[src/rtl/pulse_train.sv]
// rtl/pulse_train.sv - multi-channel pulse train generator with per-channel shadowed settings
// Optional PULSE_TRAIN_RETRIGGER_EN: start while busy restarts the train with fresh settings.
module pulse_train #(
    parameter int CHANNELS   = 4,
    parameter int WIDTH_BITS = 16,
    parameter int COUNT_BITS = 8
) (
    input  logic                  clk,
    input  logic                  rst,
    input  logic [CHANNELS-1:0]   start,
    input  logic [CHANNELS-1:0]   stop,
    input  logic [WIDTH_BITS-1:0] width,
    input  logic [WIDTH_BITS-1:0] period,
    input  logic [COUNT_BITS-1:0] n_pulses,
    output logic [CHANNELS-1:0]   pulse,
    output logic [CHANNELS-1:0]   busy,
    output logic [CHANNELS-1:0]   done
);

    typedef enum logic [1:0] {S_IDLE, S_HIGH, S_LOW} state_t;

    localparam logic [WIDTH_BITS-1:0] W_ONE = WIDTH_BITS'(1);
    localparam logic [COUNT_BITS-1:0] C_ONE = COUNT_BITS'(1);

    // Low time is stored directly as P-W so the widest W never needs P=W+1 in WIDTH_BITS.
    logic [WIDTH_BITS-1:0] w_cap;
    logic [WIDTH_BITS-1:0] lo_cap;

    always_comb begin
        w_cap  = (width == '0) ? W_ONE : width;
        lo_cap = (period > w_cap) ? (period - w_cap) : W_ONE;
    end

    for (genvar gi = 0; gi < CHANNELS; gi++) begin : g_ch
        state_t                state;
        state_t                state_nxt;
        logic [WIDTH_BITS-1:0] phase;
        logic [WIDTH_BITS-1:0] w_sh;
        logic [WIDTH_BITS-1:0] lo_sh;
        logic [COUNT_BITS-1:0] cnt;
        logic [COUNT_BITS-1:0] n_sh;
        logic                  load;
        logic                  phase_end;
        logic                  last;
        logic                  pulse_d, busy_d, done_d;
        logic                  pulse_q, busy_q, done_q;

`ifdef PULSE_TRAIN_RETRIGGER_EN
        assign load = start[gi] && !stop[gi];
`else
        assign load = start[gi] && !stop[gi] && (state == S_IDLE);
`endif

        assign phase_end = (state == S_HIGH) ? (phase == w_sh - W_ONE)
                                             : (phase == lo_sh - W_ONE);
        assign last      = (n_sh != '0) && (cnt == n_sh - C_ONE);

        always_ff @(posedge clk or posedge rst) begin
            if (rst) begin
                state   <= S_IDLE;
                phase   <= '0;
                cnt     <= '0;
                w_sh    <= '0;
                lo_sh   <= '0;
                n_sh    <= '0;
                pulse_q <= 1'b0;
                busy_q  <= 1'b0;
                done_q  <= 1'b0;
            end else begin
                state   <= state_nxt;
                pulse_q <= pulse_d;
                busy_q  <= busy_d;
                done_q  <= done_d;
                if (load || (state_nxt != state)) begin
                    phase <= '0;
                end else if (state != S_IDLE) begin
                    phase <= phase + W_ONE;
                end
                if (load) begin
                    w_sh  <= w_cap;
                    lo_sh <= lo_cap;
                    n_sh  <= n_pulses;
                    cnt   <= '0;
                end else if ((state == S_HIGH) && phase_end && (n_sh != '0)) begin
                    cnt <= cnt + C_ONE;
                end
            end
        end

        always_comb begin
            state_nxt = state;
            if (stop[gi] && (state != S_IDLE)) begin
                state_nxt = S_IDLE;
            end else if (load) begin
                state_nxt = S_HIGH;
            end else begin
                case (state)
                    S_HIGH:  if (phase_end) state_nxt = last ? S_IDLE : S_LOW;
                    S_LOW:   if (phase_end) state_nxt = S_HIGH;
                    default: state_nxt = state;
                endcase
            end
        end

        // Outputs are decoded from the next state and registered, so pins see clean flops.
        always_comb begin
            pulse_d = (state_nxt == S_HIGH);
            busy_d  = (state_nxt != S_IDLE);
            done_d  = (state == S_HIGH) && phase_end && last && !stop[gi] && !load;
        end

        assign pulse[gi] = pulse_q;
        assign busy[gi]  = busy_q;
        assign done[gi]  = done_q;
    end

endmodule

[config.mk]
export PLATFORM = sky130hd
export DESIGN_NAME = pulse_train
export DESIGN_NICKNAME = d
export VERILOG_FILES = /design/src/rtl/pulse_train.sv
export SDC_FILE = /design/constraint.sdc
export NUM_CORES = 1
export LEC_CHECK = 0
export ABC_AREA = 1
export ABC_CLOCK_PERIOD_IN_PS = 11800
export CORE_ASPECT_RATIO = 1.25
export CORE_MARGIN = 5
export CORE_UTILIZATION = 30
export CTS_CLUSTER_SIZE = 40
export DETAILED_ROUTE_END_ITERATION = 7
export HOLD_SLACK_MARGIN = 0.12
export PLACE_DENSITY_LB_ADDON = 0.1
export SYNTH_ARGS = -nofsm -noshare
export SYNTH_HDL_FRONTEND = slang
export SYNTH_SLANG_ARGS = --single-unit
[constraint.sdc]
create_clock -name clk -period 11.8 [get_ports clk]
set_clock_uncertainty 0.1 [all_clocks]
set_input_delay 1.18 -clock clk [delete_from_list [all_inputs] [get_ports clk]]
set_output_delay 1.18 -clock clk [all_outputs]
set_load 0.05 [all_outputs]
* Word level (Yosys, flattened, before mapping)
Index checks and enable logic that the tools add are counted.
** Operators by class
- Order comparisons :: 1
- Reductions and logical operators :: 73
- Equality and inequality tests :: 28
- Mux-type cells :: 46
- $add $sub $neg :: 21
** Operator list (count)
- $mux W16 :: 10
- $eq A16 B16 Y1 :: 8
- $sub A16 B1 Y16 const B :: 8
- $add A16 B1 Y16 const B :: 4
- $mux W8 :: 8
- $mux W2 :: 20
- $logic_and A1 B1 Y1 :: 36
- $add A8 B1 Y8 const B :: 4
- $eq A8 B8 Y1 :: 4
- $reduce_bool A2 Y1 :: 16
- $reduce_bool A8 Y1 :: 4
- $sub A8 B1 Y8 const B :: 4
- $eq A2 B1 Y1 const B :: 8
- $gt A16 B16 Y1 :: 1
- $logic_not A16 Y1 :: 1
- $pmux W2 S2 :: 4
- $sub A16 B16 Y16 :: 1
- $eq A2 B2 Y1 const B :: 4
- $logic_not A1 Y1 :: 8
- $logic_not A2 Y1 :: 4
- $ne A2 B2 Y1 :: 4
- $logic_or A1 B1 Y1 :: 4
- $mux W1 :: 4
** Storage, ports and cells
- Bits in registers :: 276
- Output and inout bits :: 12
- Word-level logic and storage cells :: 205
- Input port bits :: 50

* Logic depth before layout (Yosys ltp)
Gate-level depths: netlist of the first run.
- Depth after elaboration :: 11
- Depth in mapped cells :: 29
- Gate-level depth less buffers :: 26

* Worst setup path after synthesis of the first run
OpenSTA, ideal clock, no wires.
- Path kind :: in2reg
- Start :: input width[8]
- End :: register g_ch[0].lo_sh[3]
- Data arrival time :: 3807 ps
- Stages :: 18
- Library setup time :: 130 ps
- Buffers on the path :: 1
- Required time :: 11570 ps
- Setup slack :: 7763 ps
- Cells stage by stage :: nor4_1 a41o_1 ha_1 inv_1 fa_1 nand3_1 nand2_1 a21oi_1 o21ai_0 nand2_1 nand2_1 a21oi_1 o21ai_0 nand2_1 clkbuf_1 nor3_1 nand2_1 o21ai_0
** Between the ends
- Word-level cells in the longest chain between the ends :: 4
- Elaborated cells between the ends (all ways) :: 5
- Those cells by class :: add/sub (1); order compare (1); mux (2); reduce/logical (1)
** RTL lines
- from (decl) :: RTL line 12 : input logic [WIDTH_BITS-1:0] width,
- $logic_not A16 Y1 * :: RTL line 30 : w_cap = (width == '0) ? W_ONE : width;
- $mux W16 * :: RTL line 30
- net w_cap[0] :: RTL line 26 : logic [WIDTH_BITS-1:0] w_cap;
- $sub A16 B16 Y16 / $gt A16 B16 Y1 (equally long branches) :: RTL line 31 : lo_cap = (period > w_cap) ? (period - w_cap) : W_ONE;
- $mux W16 * :: RTL line 31
- to (signal assigned) :: RTL line 81 : lo_sh <= lo_cap;
- to (decl) :: RTL line 39 : logic [WIDTH_BITS-1:0] lo_sh;
The timed path passes the listed nets; every way through them passes the cells marked *.
A chain may end at the register's enable or synchronous reset.

* Final worst setup path of the first run
- Start :: input width[13]
- End :: register g_ch[1].lo_sh[14]
** Between the ends
- Word-level cells in the longest chain between the ends :: 4
- Elaborated cells between the ends (all ways) :: 5
- Those cells by class :: add/sub (1); order compare (1); mux (2); reduce/logical (1)
** RTL lines (RTL line)
- $logic_not A16 Y1 * :: 30
- $mux W16 * :: 30
- net w_cap[0] :: 26
- $sub A16 B16 Y16 / $gt A16 B16 Y1 (equally long branches) :: 31
- $mux W16 * :: 31
- to (signal assigned) :: 81
- to (decl) :: 39
Marks and branches as above.

==> results by group, run 1 <==
Layout
  – Area Overhead vs Synth: 13.68%
  – Area of the multi-input gates: about 0.010 mm²
  – Cell area after layout: 0.02099 mm²
  – FF/Latch Area: 0.006907 mm²
  – Fillcell total: 6618
  – Nets: 2783
  – ANT cells: 0
  – Proportion of layout cells with a drive suffix above 1: ~6.5%

Detailed routing
  – Remaining antenna violation count: 0
  – Pre-antenna DRT Iters: 5
  – Detailed Route Iter0 Violations: approximately 980
  – Drt drc: 0
  – Via/cell ratio: about 4.7
  – Final wirelength: between 60 and 70 mm
  – Vias: 16570
  – Wire per inst: 17.54 µm

Yosys
  – Ranking of synthesized cells by area: dfrtp_1 (37%), nand2_1 (18%), inv_1 (6.0%)
  – Ys async rst share: 100.0%
  – Top-count cell post-synth: nand2_1
  – Post-synthesis sequential area ratio: between 30% and 40%
  – Mapped Area: about 0.018 mm²
  – #FFs+latches synth: roughly 280
  – Synthesized area per cell: between 6 and 7 µm²
  – Syn_nets: about 2700
  – Yosys warnings: 0
  – Synth cell types: 48
  – Leading register cell type out of synthesis: dfrtp_1
  – Commonest cells in the netlist: nand2_1 (879), inv_1 (296), dfrtp_1 (276), nor2_1 (265), o21ai_0 (206)
  – Synth top area share: between 30% and 40%
  – Cells after synthesis: between 2000 and 3000
  – Number of flops mapped to enable cells by yosys: 0
  – Cell taking the most area after synthesis: dfrtp_1

Critical path
  – Crit end category: flip-flop
  – Critical R2R Capture: g_ch[3].phase[11]$_DFFE_PP0P_
  – Worst reg2reg path depth: 25
  – Crit path largest cell delay: around 0.56 ns
  – Reg-to-reg setup timing slack: ~7.4 ns
  – Crit start category: input pin
  – Crit Reg-Reg Startpoint: g_ch[3].state[1]$_DFF_PP0_
  – WS Path Type: input pin to flip-flop
  – CP Cell Sequence: clkdlybuf4s50_1 -> nor4_1 -> a41o_1 -> ha_1 -> inv_1 -> fa_1 -> nand3_1 -> nand2_1 -> a21oi_1 -> o21ai_0 -> nand2_1 -> nand2_1 -> a21oi_1 -> o21ai_0 -> nand2_1 -> inv_1 -> nand2_1 -> nor2_1 -> nand2_1 -> o21ai_0
  – Crit path max-delay cell type: nor4_1
  – Worst Path Max Fanout: 14
  – CP arrival: around 5.5 ns
  – Critical Path RT: 12.11 ns
  – CP most frequent cell: nand2_1

Power and ir drop
  – Sw Ratio: 49.66%
  – Seq pwr share: 25.8%
  – Max VDD drop: 0.1333 mV
  – P_sw: approximately 2900 µW
  – PwrDens: roughly 280 mW/mm²
  – Cell Int Power: ~3000 µW
  – Power share of the combinational group: between 50% and 60%
  – Clock share of power: between 10% and 20%
  – Pleak: 0.01009 µW

Die
  – Ports: 62
  – Core area: between 0.06 and 0.07 mm²
  – Num rows: just over 100
  – Die Ht: 287.4 µm
  – Die Wd: 231.9 µm
  – Initial cell density of the core: a little under a third
  – Die area: around 0.067 mm²

Min path
  – Hold Path Sink: g_ch[2].w_sh[10]$_DFFE_PP0P_
  – Hold WC Path Type: flip-flop to flip-flop
  – Worst hold stages: 2
  – Worst hold start: g_ch[2].w_sh[10]$_DFFE_PP0P_

STA
  – Fin. max-slew vios: 0
  – Final hold vios: 0
  – Minimum clock period: between 5 and 6 ns
  – F_max: 193.9 MHz
  – # setup viols final: 0
  – Total negative setup slack: 0 ns
  – Worst-Margin Slew: 1.146 ns
  – Rel. slew slack: between 20% and 30%
  – RSZ-0062 raised after global routing: false
  – Period Utilization, post-route: 43.72%

Placement
  – RePlAce Congestion: about 0.9
  – IO buf count: about 60
  – Placed inst area: roughly 0.020 mm²
  – DP HPWL: between 40 and 50 mm

Global route
  – Largest net degree at the start of global routing: 86
  – Overflow after GRT: 0
  – Total track usage: 18.41%
  – Vias in the first global route: 16240
  – Global-route wire length before repair: 95.30 mm
  – Antenna violations before repair: 0

Outcome
  – Outcome: complete, no violations

Clock tree
  – CTS buffer count: 36
  – Setup Buffers After CTS: 0
  – CTS tree: done
  – CTS resizes: 0
  – Clk buf depth: 3
  – Worst-Skew Late Latency: around 0.55 ns
  – CTS clock-pin slew for the worst setup and hold paths: roughly 0.060 ns
  – H-tree Lvls: 2
  – Root Driver: clkbuf_16
  – Hold_buf cts: 0
  – Clock Sinks: roughly 280

Flow run
  – Max_cap viols: 0
[through the flow]
stage | setup slack, ns | total power, µW | util, % | cells | hold slack [ns]
after CTS | 6.705 | 5972 | 34.45 | 3536 | 0.3869
after floorplan | 2.911 | 3956 | - | 2654 | 0.3495
after global routing | 6.312 | 6456 | 34.45 | 3536 | 0.4049
after global placement | 6.248 | 4765 | 32.47 | 3474 | 0.3668
final | 6.641 | 5892 | 34.45 | 3536 | 0.3829
after detailed placement | 6.108 | 4780 | 32.47 | 3474 | 0.3724
[sequential cells by signal, indices dropped and copies added (netlist names)]
name,cells
g_ch.w_sh,64
g_ch.phase,64
g_ch.done_q,4
g_ch.state,8
g_ch.cnt,32
g_ch.busy_q,4
g_ch.lo_sh,64
g_ch.n_sh,32
g_ch.pulse_q,4
[placed cells by master, fill, tap and decap left out, drive strengths merged, types with 3 or more instances in the layout]
| cell type | synthesis | layout |
|---|---|---|
| o21ai | 216 | 216 |
| o31ai | 4 | 4 |
| a21oi | 26 | 26 |
| clkdlybuf4s50 | 0 | 61 |
| inv | 305 | 305 |
| nand4 | 39 | 39 |
| a211oi | 4 | 4 |
| bufinv | 0 | 3 |
| nand3b | 15 | 15 |
| xor2 | 123 | 123 |
| nor4 | 10 | 10 |
| nor3 | 43 | 43 |
| nand3 | 187 | 187 |
| or2 | 4 | 4 |
| buf | 38 | 14 |
| clkinv | 3 | 6 |
| nor3b | 4 | 4 |
| ha | 44 | 44 |
| nand2 | 895 | 895 |
| nor2 | 329 | 329 |
| clkbuf | 41 | 55 |
| xnor2 | 31 | 31 |
| dfrtp | 276 | 276 |
[worst max-delay path by stage]
stage | start | to | depth (start not counted) | slack, ns
finish | width[13] | g_ch[1].lo_sh[14]$_DFFE_PP0P_ | 20 | 6.64
global route | width[2] | g_ch[1].lo_sh[14]$_DFFE_PP0P_ | 20 | 6.31
CTS | width[12] | g_ch[1].lo_sh[14]$_DFFE_PP0P_ | 20 | 6.70
detailed placement | width[13] | g_ch[1].lo_sh[14]$_DFFE_PP0P_ | 20 | 6.11
global placement | width[12] | g_ch[1].lo_sh[14]$_DFFE_PP0P_ | 20 | 6.25
floorplan | rst | g_ch[0].busy_q$_DFF_PP0_ | 1 | 2.91
[power groups by stage]
| stage | Combinational [µW] | Sequential [µW] | Clock [µW] |
|---|---|---|---|
| 6_report | 3230 | 1520 | 1140 |
| 5_1_grt | 3670 | 1560 | 1220 |
| 4_1_cts | 3260 | 1520 | 1190 |
| 3_5_place_dp | 3250 | 1530 | 0 |
| 3_3_place_gp | 3230 | 1540 | 0 |
| 2_1_floorplan | 2520 | 1440 | 0 |
[worst max-delay path: cells and delay by family]
family	cells	cell delay (ns)
AOI/OAI and AO/OA	6	1.29
buffers and inverters	3	0.69
adders and majority gates	2	0.64
and+or+nand+nor	9	1.66
[final cells by class]
type / count / area share, %
well taps: 824 / 4.913
clock buffers: 55 / 5.211
flip-flops and latches: 276 / 32.91
repair buffers: 75 / 3.410
inverters: 308 / 5.568
clock inverters: 7 / 0.5545
multi-input cells: 1991 / 47.43
[kinds of logic after synthesis]
logic type | share of synthesized area, %
multiplexers | 0.1084
adder cells (fa/ha/maj) | 3.090
flip-flops | 37.41
AO/OA/AOI/OAI | 7.523
buffers and inverters | 8.831
XOR/XNOR | 7.550
AND/OR/NAND/NOR | 35.49
[metal layers]
layer | wire, µm | share of wire, % | track usage, %
met5 | 0 | 0 | 0
met4 | 2339 | 3.8 | 6.575
met3 | 2345 | 3.8 | 2.895
met2 | 30410 | 49 | 32.46
met1 | 26940 | 43 | 22.75
(Power assumes the default switching activity.)
==> run 2, diff against run 1 <==
--- a/config.mk
+++ b/config.mk
@@ -6,7 +6,7 @@
 export NUM_CORES = 1
 export LEC_CHECK = 0
 export ABC_AREA = 1
-export ABC_CLOCK_PERIOD_IN_PS = 11800
+export ABC_CLOCK_PERIOD_IN_PS = 4900
 export CORE_ASPECT_RATIO = 1.25
 export CORE_MARGIN = 5
 export CORE_UTILIZATION = 30
==> constraint.sdc (replaced) <==
create_clock -name clk -period 4.9 [get_ports clk]
set_clock_uncertainty 0.1 [all_clocks]
set_input_delay 0.49 -clock clk [delete_from_list [all_inputs] [get_ports clk]]
set_output_delay 0.49 -clock clk [all_outputs]
set_load 0.05 [all_outputs]
==> run 2 against run 1 <==
First-iteration DRC count is 18% higher. Via count is 0.22% lower. Non-clock buffer count is 16 higher. Sequential power is 140% higher. Die area stayed put. Critical path type unchanged. Largest power group unchanged.
==> results by group, run 2 (synthesis gave the netlist of run 1 again) <==
Clock tree
  – H-tree Lvls: 2 (unchanged)
  – CTS tree: done (unchanged)
  – Root Driver: clkbuf_16 (unchanged)
  – Setup Buffers After CTS: 0 (unchanged)
  – Hold_buf cts: 0 (unchanged)
  – CTS resizes: 0 (unchanged)
  – CTS clock-pin slew for the worst setup and hold paths: 0.06 ns (about the same)
  – Clock Sinks: 276 (unchanged)
  – CTS buffer count: 35 (was 36)
  – Clk buf depth: 3 (unchanged)
  – Worst-Skew Late Latency: 0.55 ns (about the same)

Critical path
  – Crit end category: flip-flop (unchanged)
  – WS Path Type: input pin to flip-flop (unchanged)
  – Crit start category: input pin (unchanged)
  – CP arrival: 4.51 ns (was 5.46 ns)
  – Worst Path Max Fanout: 8 (was 14)
  – Critical Path RT: 5.20 ns (was 12.11 ns)

Layout
  – ANT cells: 0 (unchanged)
  – Area Overhead vs Synth: 14.29% (was 13.68%)
  – Proportion of layout cells with a drive suffix above 1: 7.148% (was 6.527%)
  – Cell area after layout: 0.02110 mm² (was 0.02099 mm²)
  – Most common cell after layout, fill and taps aside: nand2_1 (unchanged)
  – Fin util: 34.64% (was 34.45%)
  – Top Registers: g_ch.lo_sh: 64 flops, g_ch.phase: 64 flops, g_ch.w_sh: 64 flops (unchanged)
  – Commonest cells after routing, fill and taps aside: nand2_1 (879), inv_1 (295), dfrtp_1 (276), nor2_1 (261), o21ai_0 (206) (unchanged)
  – Nets: 2798 (was 2783)

Placement
  – IO buf count: 61 (unchanged)
  – RePlAce Congestion: 0.9019 (was 0.8966)
  – Placed inst area: 0.01992 mm² (was 0.01978 mm²)
  – DP HPWL: 47.40 mm (was 46.98 mm)

Global route
  – Global-route wire length before repair: 96.40 mm (was 95.30 mm)
  – Largest net degree at the start of global routing: 128 (was 86)
  – Total track usage: 18.48% (was 18.41%)
  – Vias in the first global route: 16510 (was 16240)
  – Overflow after GRT: 0 (unchanged)
  – Antenna violations before repair: 0 (unchanged)

Detailed routing
  – Vias: 16530 (was 16570)
  – Remaining antenna violation count: 0 (unchanged)
  – Via/cell ratio: 4.654 (was 4.685)
  – Pre-antenna DRT Iters: 6 (was 5)
  – Detailed Route Iter0 Violations: 1155 (was 977)
  – Drt drc: 0 (unchanged)
  – Final wirelength: 61.52 mm (was 62.04 mm)
  – Wire per inst: 17.32 µm (was 17.54 µm)

Power and ir drop
  – Max VDD drop: 0.3313 mV (was 0.1333 mV)
  – Pwr Total: 14170 µW (was 5892 µW)
  – PwrDens: 671.4 mW/mm² (was 280.7 mW/mm²)
  – Pleak: 0.01016 µW (was 0.01009 µW)

STA
  – Final hold vios: 0 (unchanged)
  – Total negative setup slack: 0 ns (unchanged)
  – Period Utilization, post-route: a little under nine tenths
  – Fin. max-slew vios: 0 (unchanged)
  – Minimum clock period: 4.214 ns
  – F_max: around 240 MHz
  – Rel. slew slack: 38.73% (was 23.11%)
  – RSZ-0062 raised after global routing: false (unchanged)
  – Worst-Margin Slew: 0.9107 ns (was 1.146 ns)
  – # setup viols final: 0 (unchanged)

Die
  – Core area: 0.06091 mm² (unchanged)
  – Ports: 62 (unchanged)
  – Die Ht: 287.4 µm (unchanged)
  – Die area: 0.06663 mm² (unchanged)
  – Die Wd: 231.9 µm (unchanged)
  – Num rows: 101 (unchanged)
  – Initial cell density of the core: 30.31% (unchanged)

Min path
  – Hold WC Path Type: input pin to async pin (was flip-flop to flip-flop)

Flow run
  – Max_cap viols: 0 (unchanged)

Outcome
  – Outcome: complete, no violations (unchanged)
-- run 2: stage by stage --
stage,hold WS [ns],instances,setup WS [ns]
global placement,0.3661,3490,0.3420
finish,0.2852,3552,0.6863
detailed placement,0.3719,3490,0.2359
floorplan,0.3495,2654,0.6586
global route,0.3406,3552,0.3731
CTS,0.2931,3552,0.8009
-- run 2: critical path: stages --
cell	delay [ns]
clkdlybuf4s50_1	0.48
nor4_1	0.82
a41o_1	0.31
ha_1	0.17
inv_1	0.06
fa_1	0.41
nand3_1	0.13
nand2_1	0.08
a21oi_1	0.23
o21ai_0	0.15
nand2_1	0.09
nand2_1	0.06
a21oi_1	0.16
o21ai_0	0.11
nand2_1	0.22
buf_4	0.24
nor2_1	0.12
nand2_1	0.07
o21ai_0	0.09
-- run 2: power breakdown --
group          switching, µW  internal (µW)
Clock                   1090           1630
Sequential               607           3060
Combinational           5350           2440
-- run 2: final timing paths --
| check | from | end | slack, ns | cells past startpoint |
|---|---|---|---|---|
| setup / recovery | width[12] | g_ch[3].lo_sh[9]$_DFFE_PP0P_ | 0.69 | 19 |
| hold / removal | rst | g_ch[0].done_q$_DFF_PP0_ | 0.29 | 2 |
| setup reg to reg | g_ch[1].state[1]$_DFF_PP0_ | g_ch[1].phase[12]$_DFFE_PP0P_ | 0.85 | 23 |
| hold reg to reg | g_ch[0].w_sh[10]$_DFFE_PP0P_ | g_ch[0].w_sh[10]$_DFFE_PP0P_ | 0.39 | 2 |
| max in group asynchronous | rst | g_ch[2].cnt[7]$_DFFE_PP0P_ | 3.21 | 3 |
| min in group clk | g_ch[0].w_sh[10]$_DFFE_PP0P_ | g_ch[0].w_sh[10]$_DFFE_PP0P_ | 0.39 | 2 |
-- run 2: area by class of cell --
class | count | area, µm²
Timing Repair Buffer | 91 | 860.8
Fill cell | 6587 | 39810
Inverter | 308 | 1165
Multi-Input combinational cell | 1991 | 9955
Clock inverter | 13 | 150.1
Sequential cell | 276 | 6907
Tap cell | 824 | 1031
Clock buffer | 49 | 1031
-- run 2: layer usage --
layer  part of all wire [%]  track usage (%)  routed length, µm  up-vias
li1                       -                -                  -     8419
met1                     45            24.22              27950     7723
met3                    3.6            2.648               2241      102
met4                    4.2            7.107               2602        0
met5                      0                0                  0        -
met2                     47            30.89              28720      287
==> RTL edit 1, RTL diff (flow settings as in run 2) <==
Re-encode `state_t` (3 states) as one-hot, 3 bits wide.
--- a/src/rtl/pulse_train.sv
+++ b/src/rtl/pulse_train.sv
@@ -18,5 +18,5 @@
 );
 
-    typedef enum logic [1:0] {S_IDLE, S_HIGH, S_LOW} state_t;
+    typedef enum logic [2:0] {S_IDLE = 3'b001, S_HIGH = 3'b010, S_LOW = 3'b100} state_t;
 
     localparam logic [WIDTH_BITS-1:0] W_ONE = WIDTH_BITS'(1);
Behaviour: no difference found for any inputs over 4 cycles, from zero or initial values and one cycle with rst high; so few cycles prove little.
==> RTL edit 1 against run 2 <==
  * Via count up 4.5%
  * Cell area up 3.7%
  * Synthesized cell count up 3.1%
  * Sequential cell count up 4
  * Die area up 3.3%
  * Global-route usage down 0.24 points
  * Sequential power down 1%
  * Routed wire length up 3.4%
  * Area after synthesis up 3.5%
  * Power up 4.1%
  * Worst setup slack better by 150 ps
==> RTL edit 1: results (changes against run 2) <==
status completed (unchanged); Post-Syn Nets 2818 (was 2749); number of CTS-inserted buffers 36 (was 35); Worst Max-Slew Pin Slew 868 ps (was 911 ps); total track usage 18.2% (was 18.5%); Unique masters post-synth 55 (was 48); peak supply drop 256 µV (was 331 µV); mux cell area share after synthesis 0.0524% (was 0.108%); synth top area cells dfrtp_1, nand2_1, inv_1, xor2_1, nand3_1 (was dfrtp_1, nand2_1, inv_1, xor2_1, o21ai_0); CP max FO 16 (was 8); Leak Pwr 0.0105 µW (was 0.0102 µW); sw frac 49.5% (was 49.7%); Worst EP arrival 4390 ps (was 4510 ps); slowest CP cell dfrtp_1 (was nor4_1); RD Place Congestion 0.867 (was 0.902); # fillers 6840 (was 6587); largest net degree at the start of global routing 99 (was 128); DR WL/cell 17.4 µm (was 17.3 µm); Synth Area in Compound Gates 7.84% (was 7.52%); Synth Area in Adders 2.20% (was 3.09%); 1st-iter DRT viols 1154 (was 1155); XOR/XNOR share of the synthesized area 6.72% (was 7.55%); first-pass iteration count of the detailed router 5 (was 6); wire length on met2 28.7 mm (about the same); NumNets Final 2868 (was 2798); hpwl dp 48.0 mm (was 47.4 mm); ratio of cells with drive above 1 in the final layout 8.58% (was 7.15%); Synth top cells by count nand2_1, inv_1, dfrtp_1 (unchanged); WL met3 3.19 mm (was 2.24 mm); Vias 17300 (was 16500); initial antenna violation count 1 (was 0); Crit path largest cell delay 500 ps (was 820 ps); DRT met1 WL 29.8 mm (was 28.0 mm)
[RTL edit 1: cell count changes after synthesis, sizes merged, moves of 7 or more]
cell          run 2  this run
a21oi            26        42
xnor2            31        23
inv             305       355
o21a              2         9
o21ai           216       199
ha               44        32
nor4             10        19
nor2            329       289
nand4            39        62
nand3           187       214
nand2           895       884
nor3             43        63
[RTL edit 1: cell type report]
cell class | instances | area, µm² | area share [%]
timing repair buffer | 90 | 841 | 3.84
sequential | 280 | 7010 | 32.0
clock buffer | 50 | 1100 | 5.05
multi-input combinational | 2021 | 10300 | 47.1
clock inverter | 13 | 221 | 1.01
inverter | 356 | 1340 | 6.13
tap | 840 | 1050 | 4.80
[RTL edit 1: per-layer routing]
layer,vias up,track usage (%)
li1,8761,-
met1,8110,25.0
met5,-,0
met3,87,3.29
met4,0,5.31
met2,312,29.6
[RTL edit 1: path summary, 6_finish.rpt]
path,from,end,slack [ps],cells past startpoint
worst min-delay path,rst,g_ch[0].phase[9],300,2
worst max-delay path,g_ch[1].state[1],g_ch[1].phase[9],840,24
max in group asynchronous,rst,g_ch[3].w_sh[0],3120,3
worst min register to register,g_ch[3].w_sh[10],g_ch[3].w_sh[10],380,2
worst max register to register,g_ch[1].state[1],g_ch[1].phase[9],840,24
min in group clk,g_ch[3].w_sh[10],g_ch[3].w_sh[10],380,2
[RTL edit 1: per-stage QoR]
stage	cell area, µm²	std cells
2_1_floorplan	19100	2735
3_3_place_gp	20600	3587
3_5_place_dp	20600	3587
4_1_cts	21900	3650
5_1_grt	21900	3650
6_report	21900	3650
[RTL edit 1: kinds of logic (layout without fill, tap and decap cells)]
group | Yosys count | count (layout)
multiplexers | 1 | 1
XOR/XNOR | 145 | 145
AO/OA/AOI/OAI | 277 | 277
flip-flops | 280 | 280
adder cells (fa/ha/maj) | 33 | 33
AND/OR/NAND/NOR | 1565 | 1565
buffers and inverters | 434 | 509
[RTL edit 1: worst register-to-register path, cell delays in order (launching register included)]
cell     delay [ps]
dfrtp_1         500
inv_1           140
nor2_4          350
nand3_1         120
nand2_1         200
ha_1            260
nand3_1         110
nor2_2          370
nand2_1         100
nand2_1          90
nand2_1          50
nand2_1          50
nand2_1          70
nor2_1          220
nand2_1          90
nor2_1          130
nand3_1         130
nand2_1          80
nand3_1          90
nand2_1         160
nand2_1          70
nand2_1          90
inv_2            40
nand3_2         260
nor2_1           80
[RTL edit 1: power groups by stage]
stage | registers, µW | logic [µW] | clock network [µW]
3_5_place_dp | 3630 | 8210 | 0
2_1_floorplan | 3440 | 6390 | 0
5_1_grt | 3700 | 9340 | 3180
4_1_cts | 3610 | 8240 | 3090
3_3_place_gp | 3640 | 8150 | 0
6_report | 3610 | 8150 | 2980
==> RTL edit 2, RTL diff (flow settings as in run 2) <==
Made on the original files. `COUNT_BITS`: 8 -> 12.
--- a/src/rtl/pulse_train.sv
+++ b/src/rtl/pulse_train.sv
@@ -4,5 +4,5 @@
     parameter int CHANNELS   = 4,
     parameter int WIDTH_BITS = 16,
-    parameter int COUNT_BITS = 8
+    parameter int COUNT_BITS = 12
 ) (
     input  logic                  clk,
Interface: changed (resized n_pulses); port bits go from 62 to 66. No check against the original RTL was run, so the function may have changed too.
==> RTL edit 2 against run 2 <==
  * Routed wire length increased by 9.3%
  * Core utilization fell by 0.12 points
  * Sequential cell count grew 32
  * Global-route usage fell by 0.68 points
  * Via count is 10% higher
  * Combinational power increased by 6.2%
  * Critical path depth unchanged
  * Synthesized cell count grew 8.2%
  * Area after synthesis is 12% higher
  * Cell area is 12% higher
  * Worst setup slack worse by 210 ps
  * Power rose by 9.1%
  * Highest routed layer is now met5
  * Largest power group unchanged
==> RTL edit 2: results (changes against run 2) <==
status completed (unchanged); RD Place Congestion 0.892 (was 0.902); Data buffer area share 3.85% (was 4.08%); CP max FO 19 (was 8); number of global-route vias before repair 17900 (was 16500); Unique masters post-synth 63 (was 48); hpwl dp 50.9 mm (was 47.4 mm); # diodes 2 (was 0); clock network area share 5.72% (was 5.60%); peak supply drop 251 µV (was 331 µV); Crit path largest cell delay 590 ps (was 820 ps); Hold Crit Class in -> async (unchanged); Seq/Total Area, Yosys 37.2% (was 37.4%); Clk pwr share 20.0% (was 19.2%); later-pin clock latency in the skew report 570 ps (was 550 ps); NumNets Final 3025 (was 2798); 1st-iter DRT viols 877 (was 1155); number of CTS-inserted buffers 40 (was 35); sequential share of power 26.5% (was 25.9%); area occupied by multi-input gates 11200 µm² (was 9950 µm²); ys flop type dfrtp_1 (unchanged); ratio of cells with drive above 1 in the final layout 8.50% (was 7.15%); # fillers 7247 (was 6587); Vias 18200 (was 16500); Worst Max-Slew Pin Slew 1180 ps (was 911 ps); post-synthesis register bit count 308 (was 276); H-tree depth 2 (unchanged); largest net degree at the start of global routing 137 (was 128); post-CTS sizing 0 (unchanged); slowest CP cell ha_1 (was nor4_1); Reg clk slew, reported paths 60 ps (about the same); initial antenna violation count 4 (was 0); multi-input gates 2134 (was 1991); global-route wire length before repair 105 mm (was 96.4 mm); Worst EP arrival 4790 ps (was 4510 ps); Post-synth ARST share 100% (unchanged); PortBufs 65 (was 61); first-pass iteration count of the detailed router 5 (was 6); total track usage 17.8% (was 18.5%); Logic inverters 342 (was 308); Leak Pwr 0.0110 µW (was 0.0102 µW); Synth top cells by count nand2_1, inv_1, dfrtp_1 (unchanged); sw frac 48.5% (was 49.7%); clkbuf count 59 (was 49); Seq area share 32.7% (about the same); Non-clk bufs 96 (was 91); synth top area cells dfrtp_1, nand2_1, xor2_1, inv_1, o21ai_0 (was dfrtp_1, nand2_1, inv_1, xor2_1, o21ai_0); final WL 67.2 mm (was 61.5 mm)
-- RTL edit 2: changes by cell type after synthesis, moves of 21 or more --
cell / run 2 / this run
o21ai_0: 206 / 229
inv_1: 296 / 323
nand2_2: 13 / 36
xor2_1: 123 / 163
nand2_1: 879 / 822
nor4_1: 10 / 31
dfrtp_1: 276 / 308
-- RTL edit 2: per-layer routing --
metal,GRT usage [%],vias up,wire length [µm]
li1,-,9263,-
met1,22.9,8570,30100
met2,30.4,294,32300
met3,3.23,105,2680
met4,5.43,4,2120
met5,0,-,22
-- RTL edit 2: final timing paths --
| path | start | endpoint | slack (ps) | cells after the start |
|---|---|---|---|---|
| worst max-delay path | g_ch[1].state[1] | g_ch[1].cnt[6] | 480 | 19 |
| worst min-delay path | rst | g_ch[3].phase[9] | 300 | 2 |
| worst max register to register | g_ch[1].state[1] | g_ch[1].cnt[6] | 480 | 19 |
| worst min register to register | g_ch[2].w_sh[11] | g_ch[2].w_sh[11] | 380 | 2 |
| max in group asynchronous | rst | g_ch[0].cnt[11] | 3170 | 3 |
| min in group clk | g_ch[2].w_sh[11] | g_ch[2].w_sh[11] | 380 | 2 |
-- RTL edit 2: per-stage QoR --
stage	worst slack, ps	power, µW	instance area, µm²	std cells
finish	478	15500	23600	3826
global route	29.6	16900	23600	3824
CTS	373	15700	23600	3824
detailed placement	292	12500	22200	3752
global placement	347	12400	22200	3752
floorplan	211	10500	20700	2872
-- RTL edit 2: cells by family (layout without fill, tap and decap cells) --
logic type,Yosys count,count (layout),share of synthesized area [%]
simple gates,1546,1546,33.2
buf+inv,430,510,8.87
compound gates,341,341,9.21
flops,308,308,37.2
xor+xnor,196,196,8.42
fa+ha+maj,49,49,2.99
mux,2,2,0.0966
other cells,0,2,0
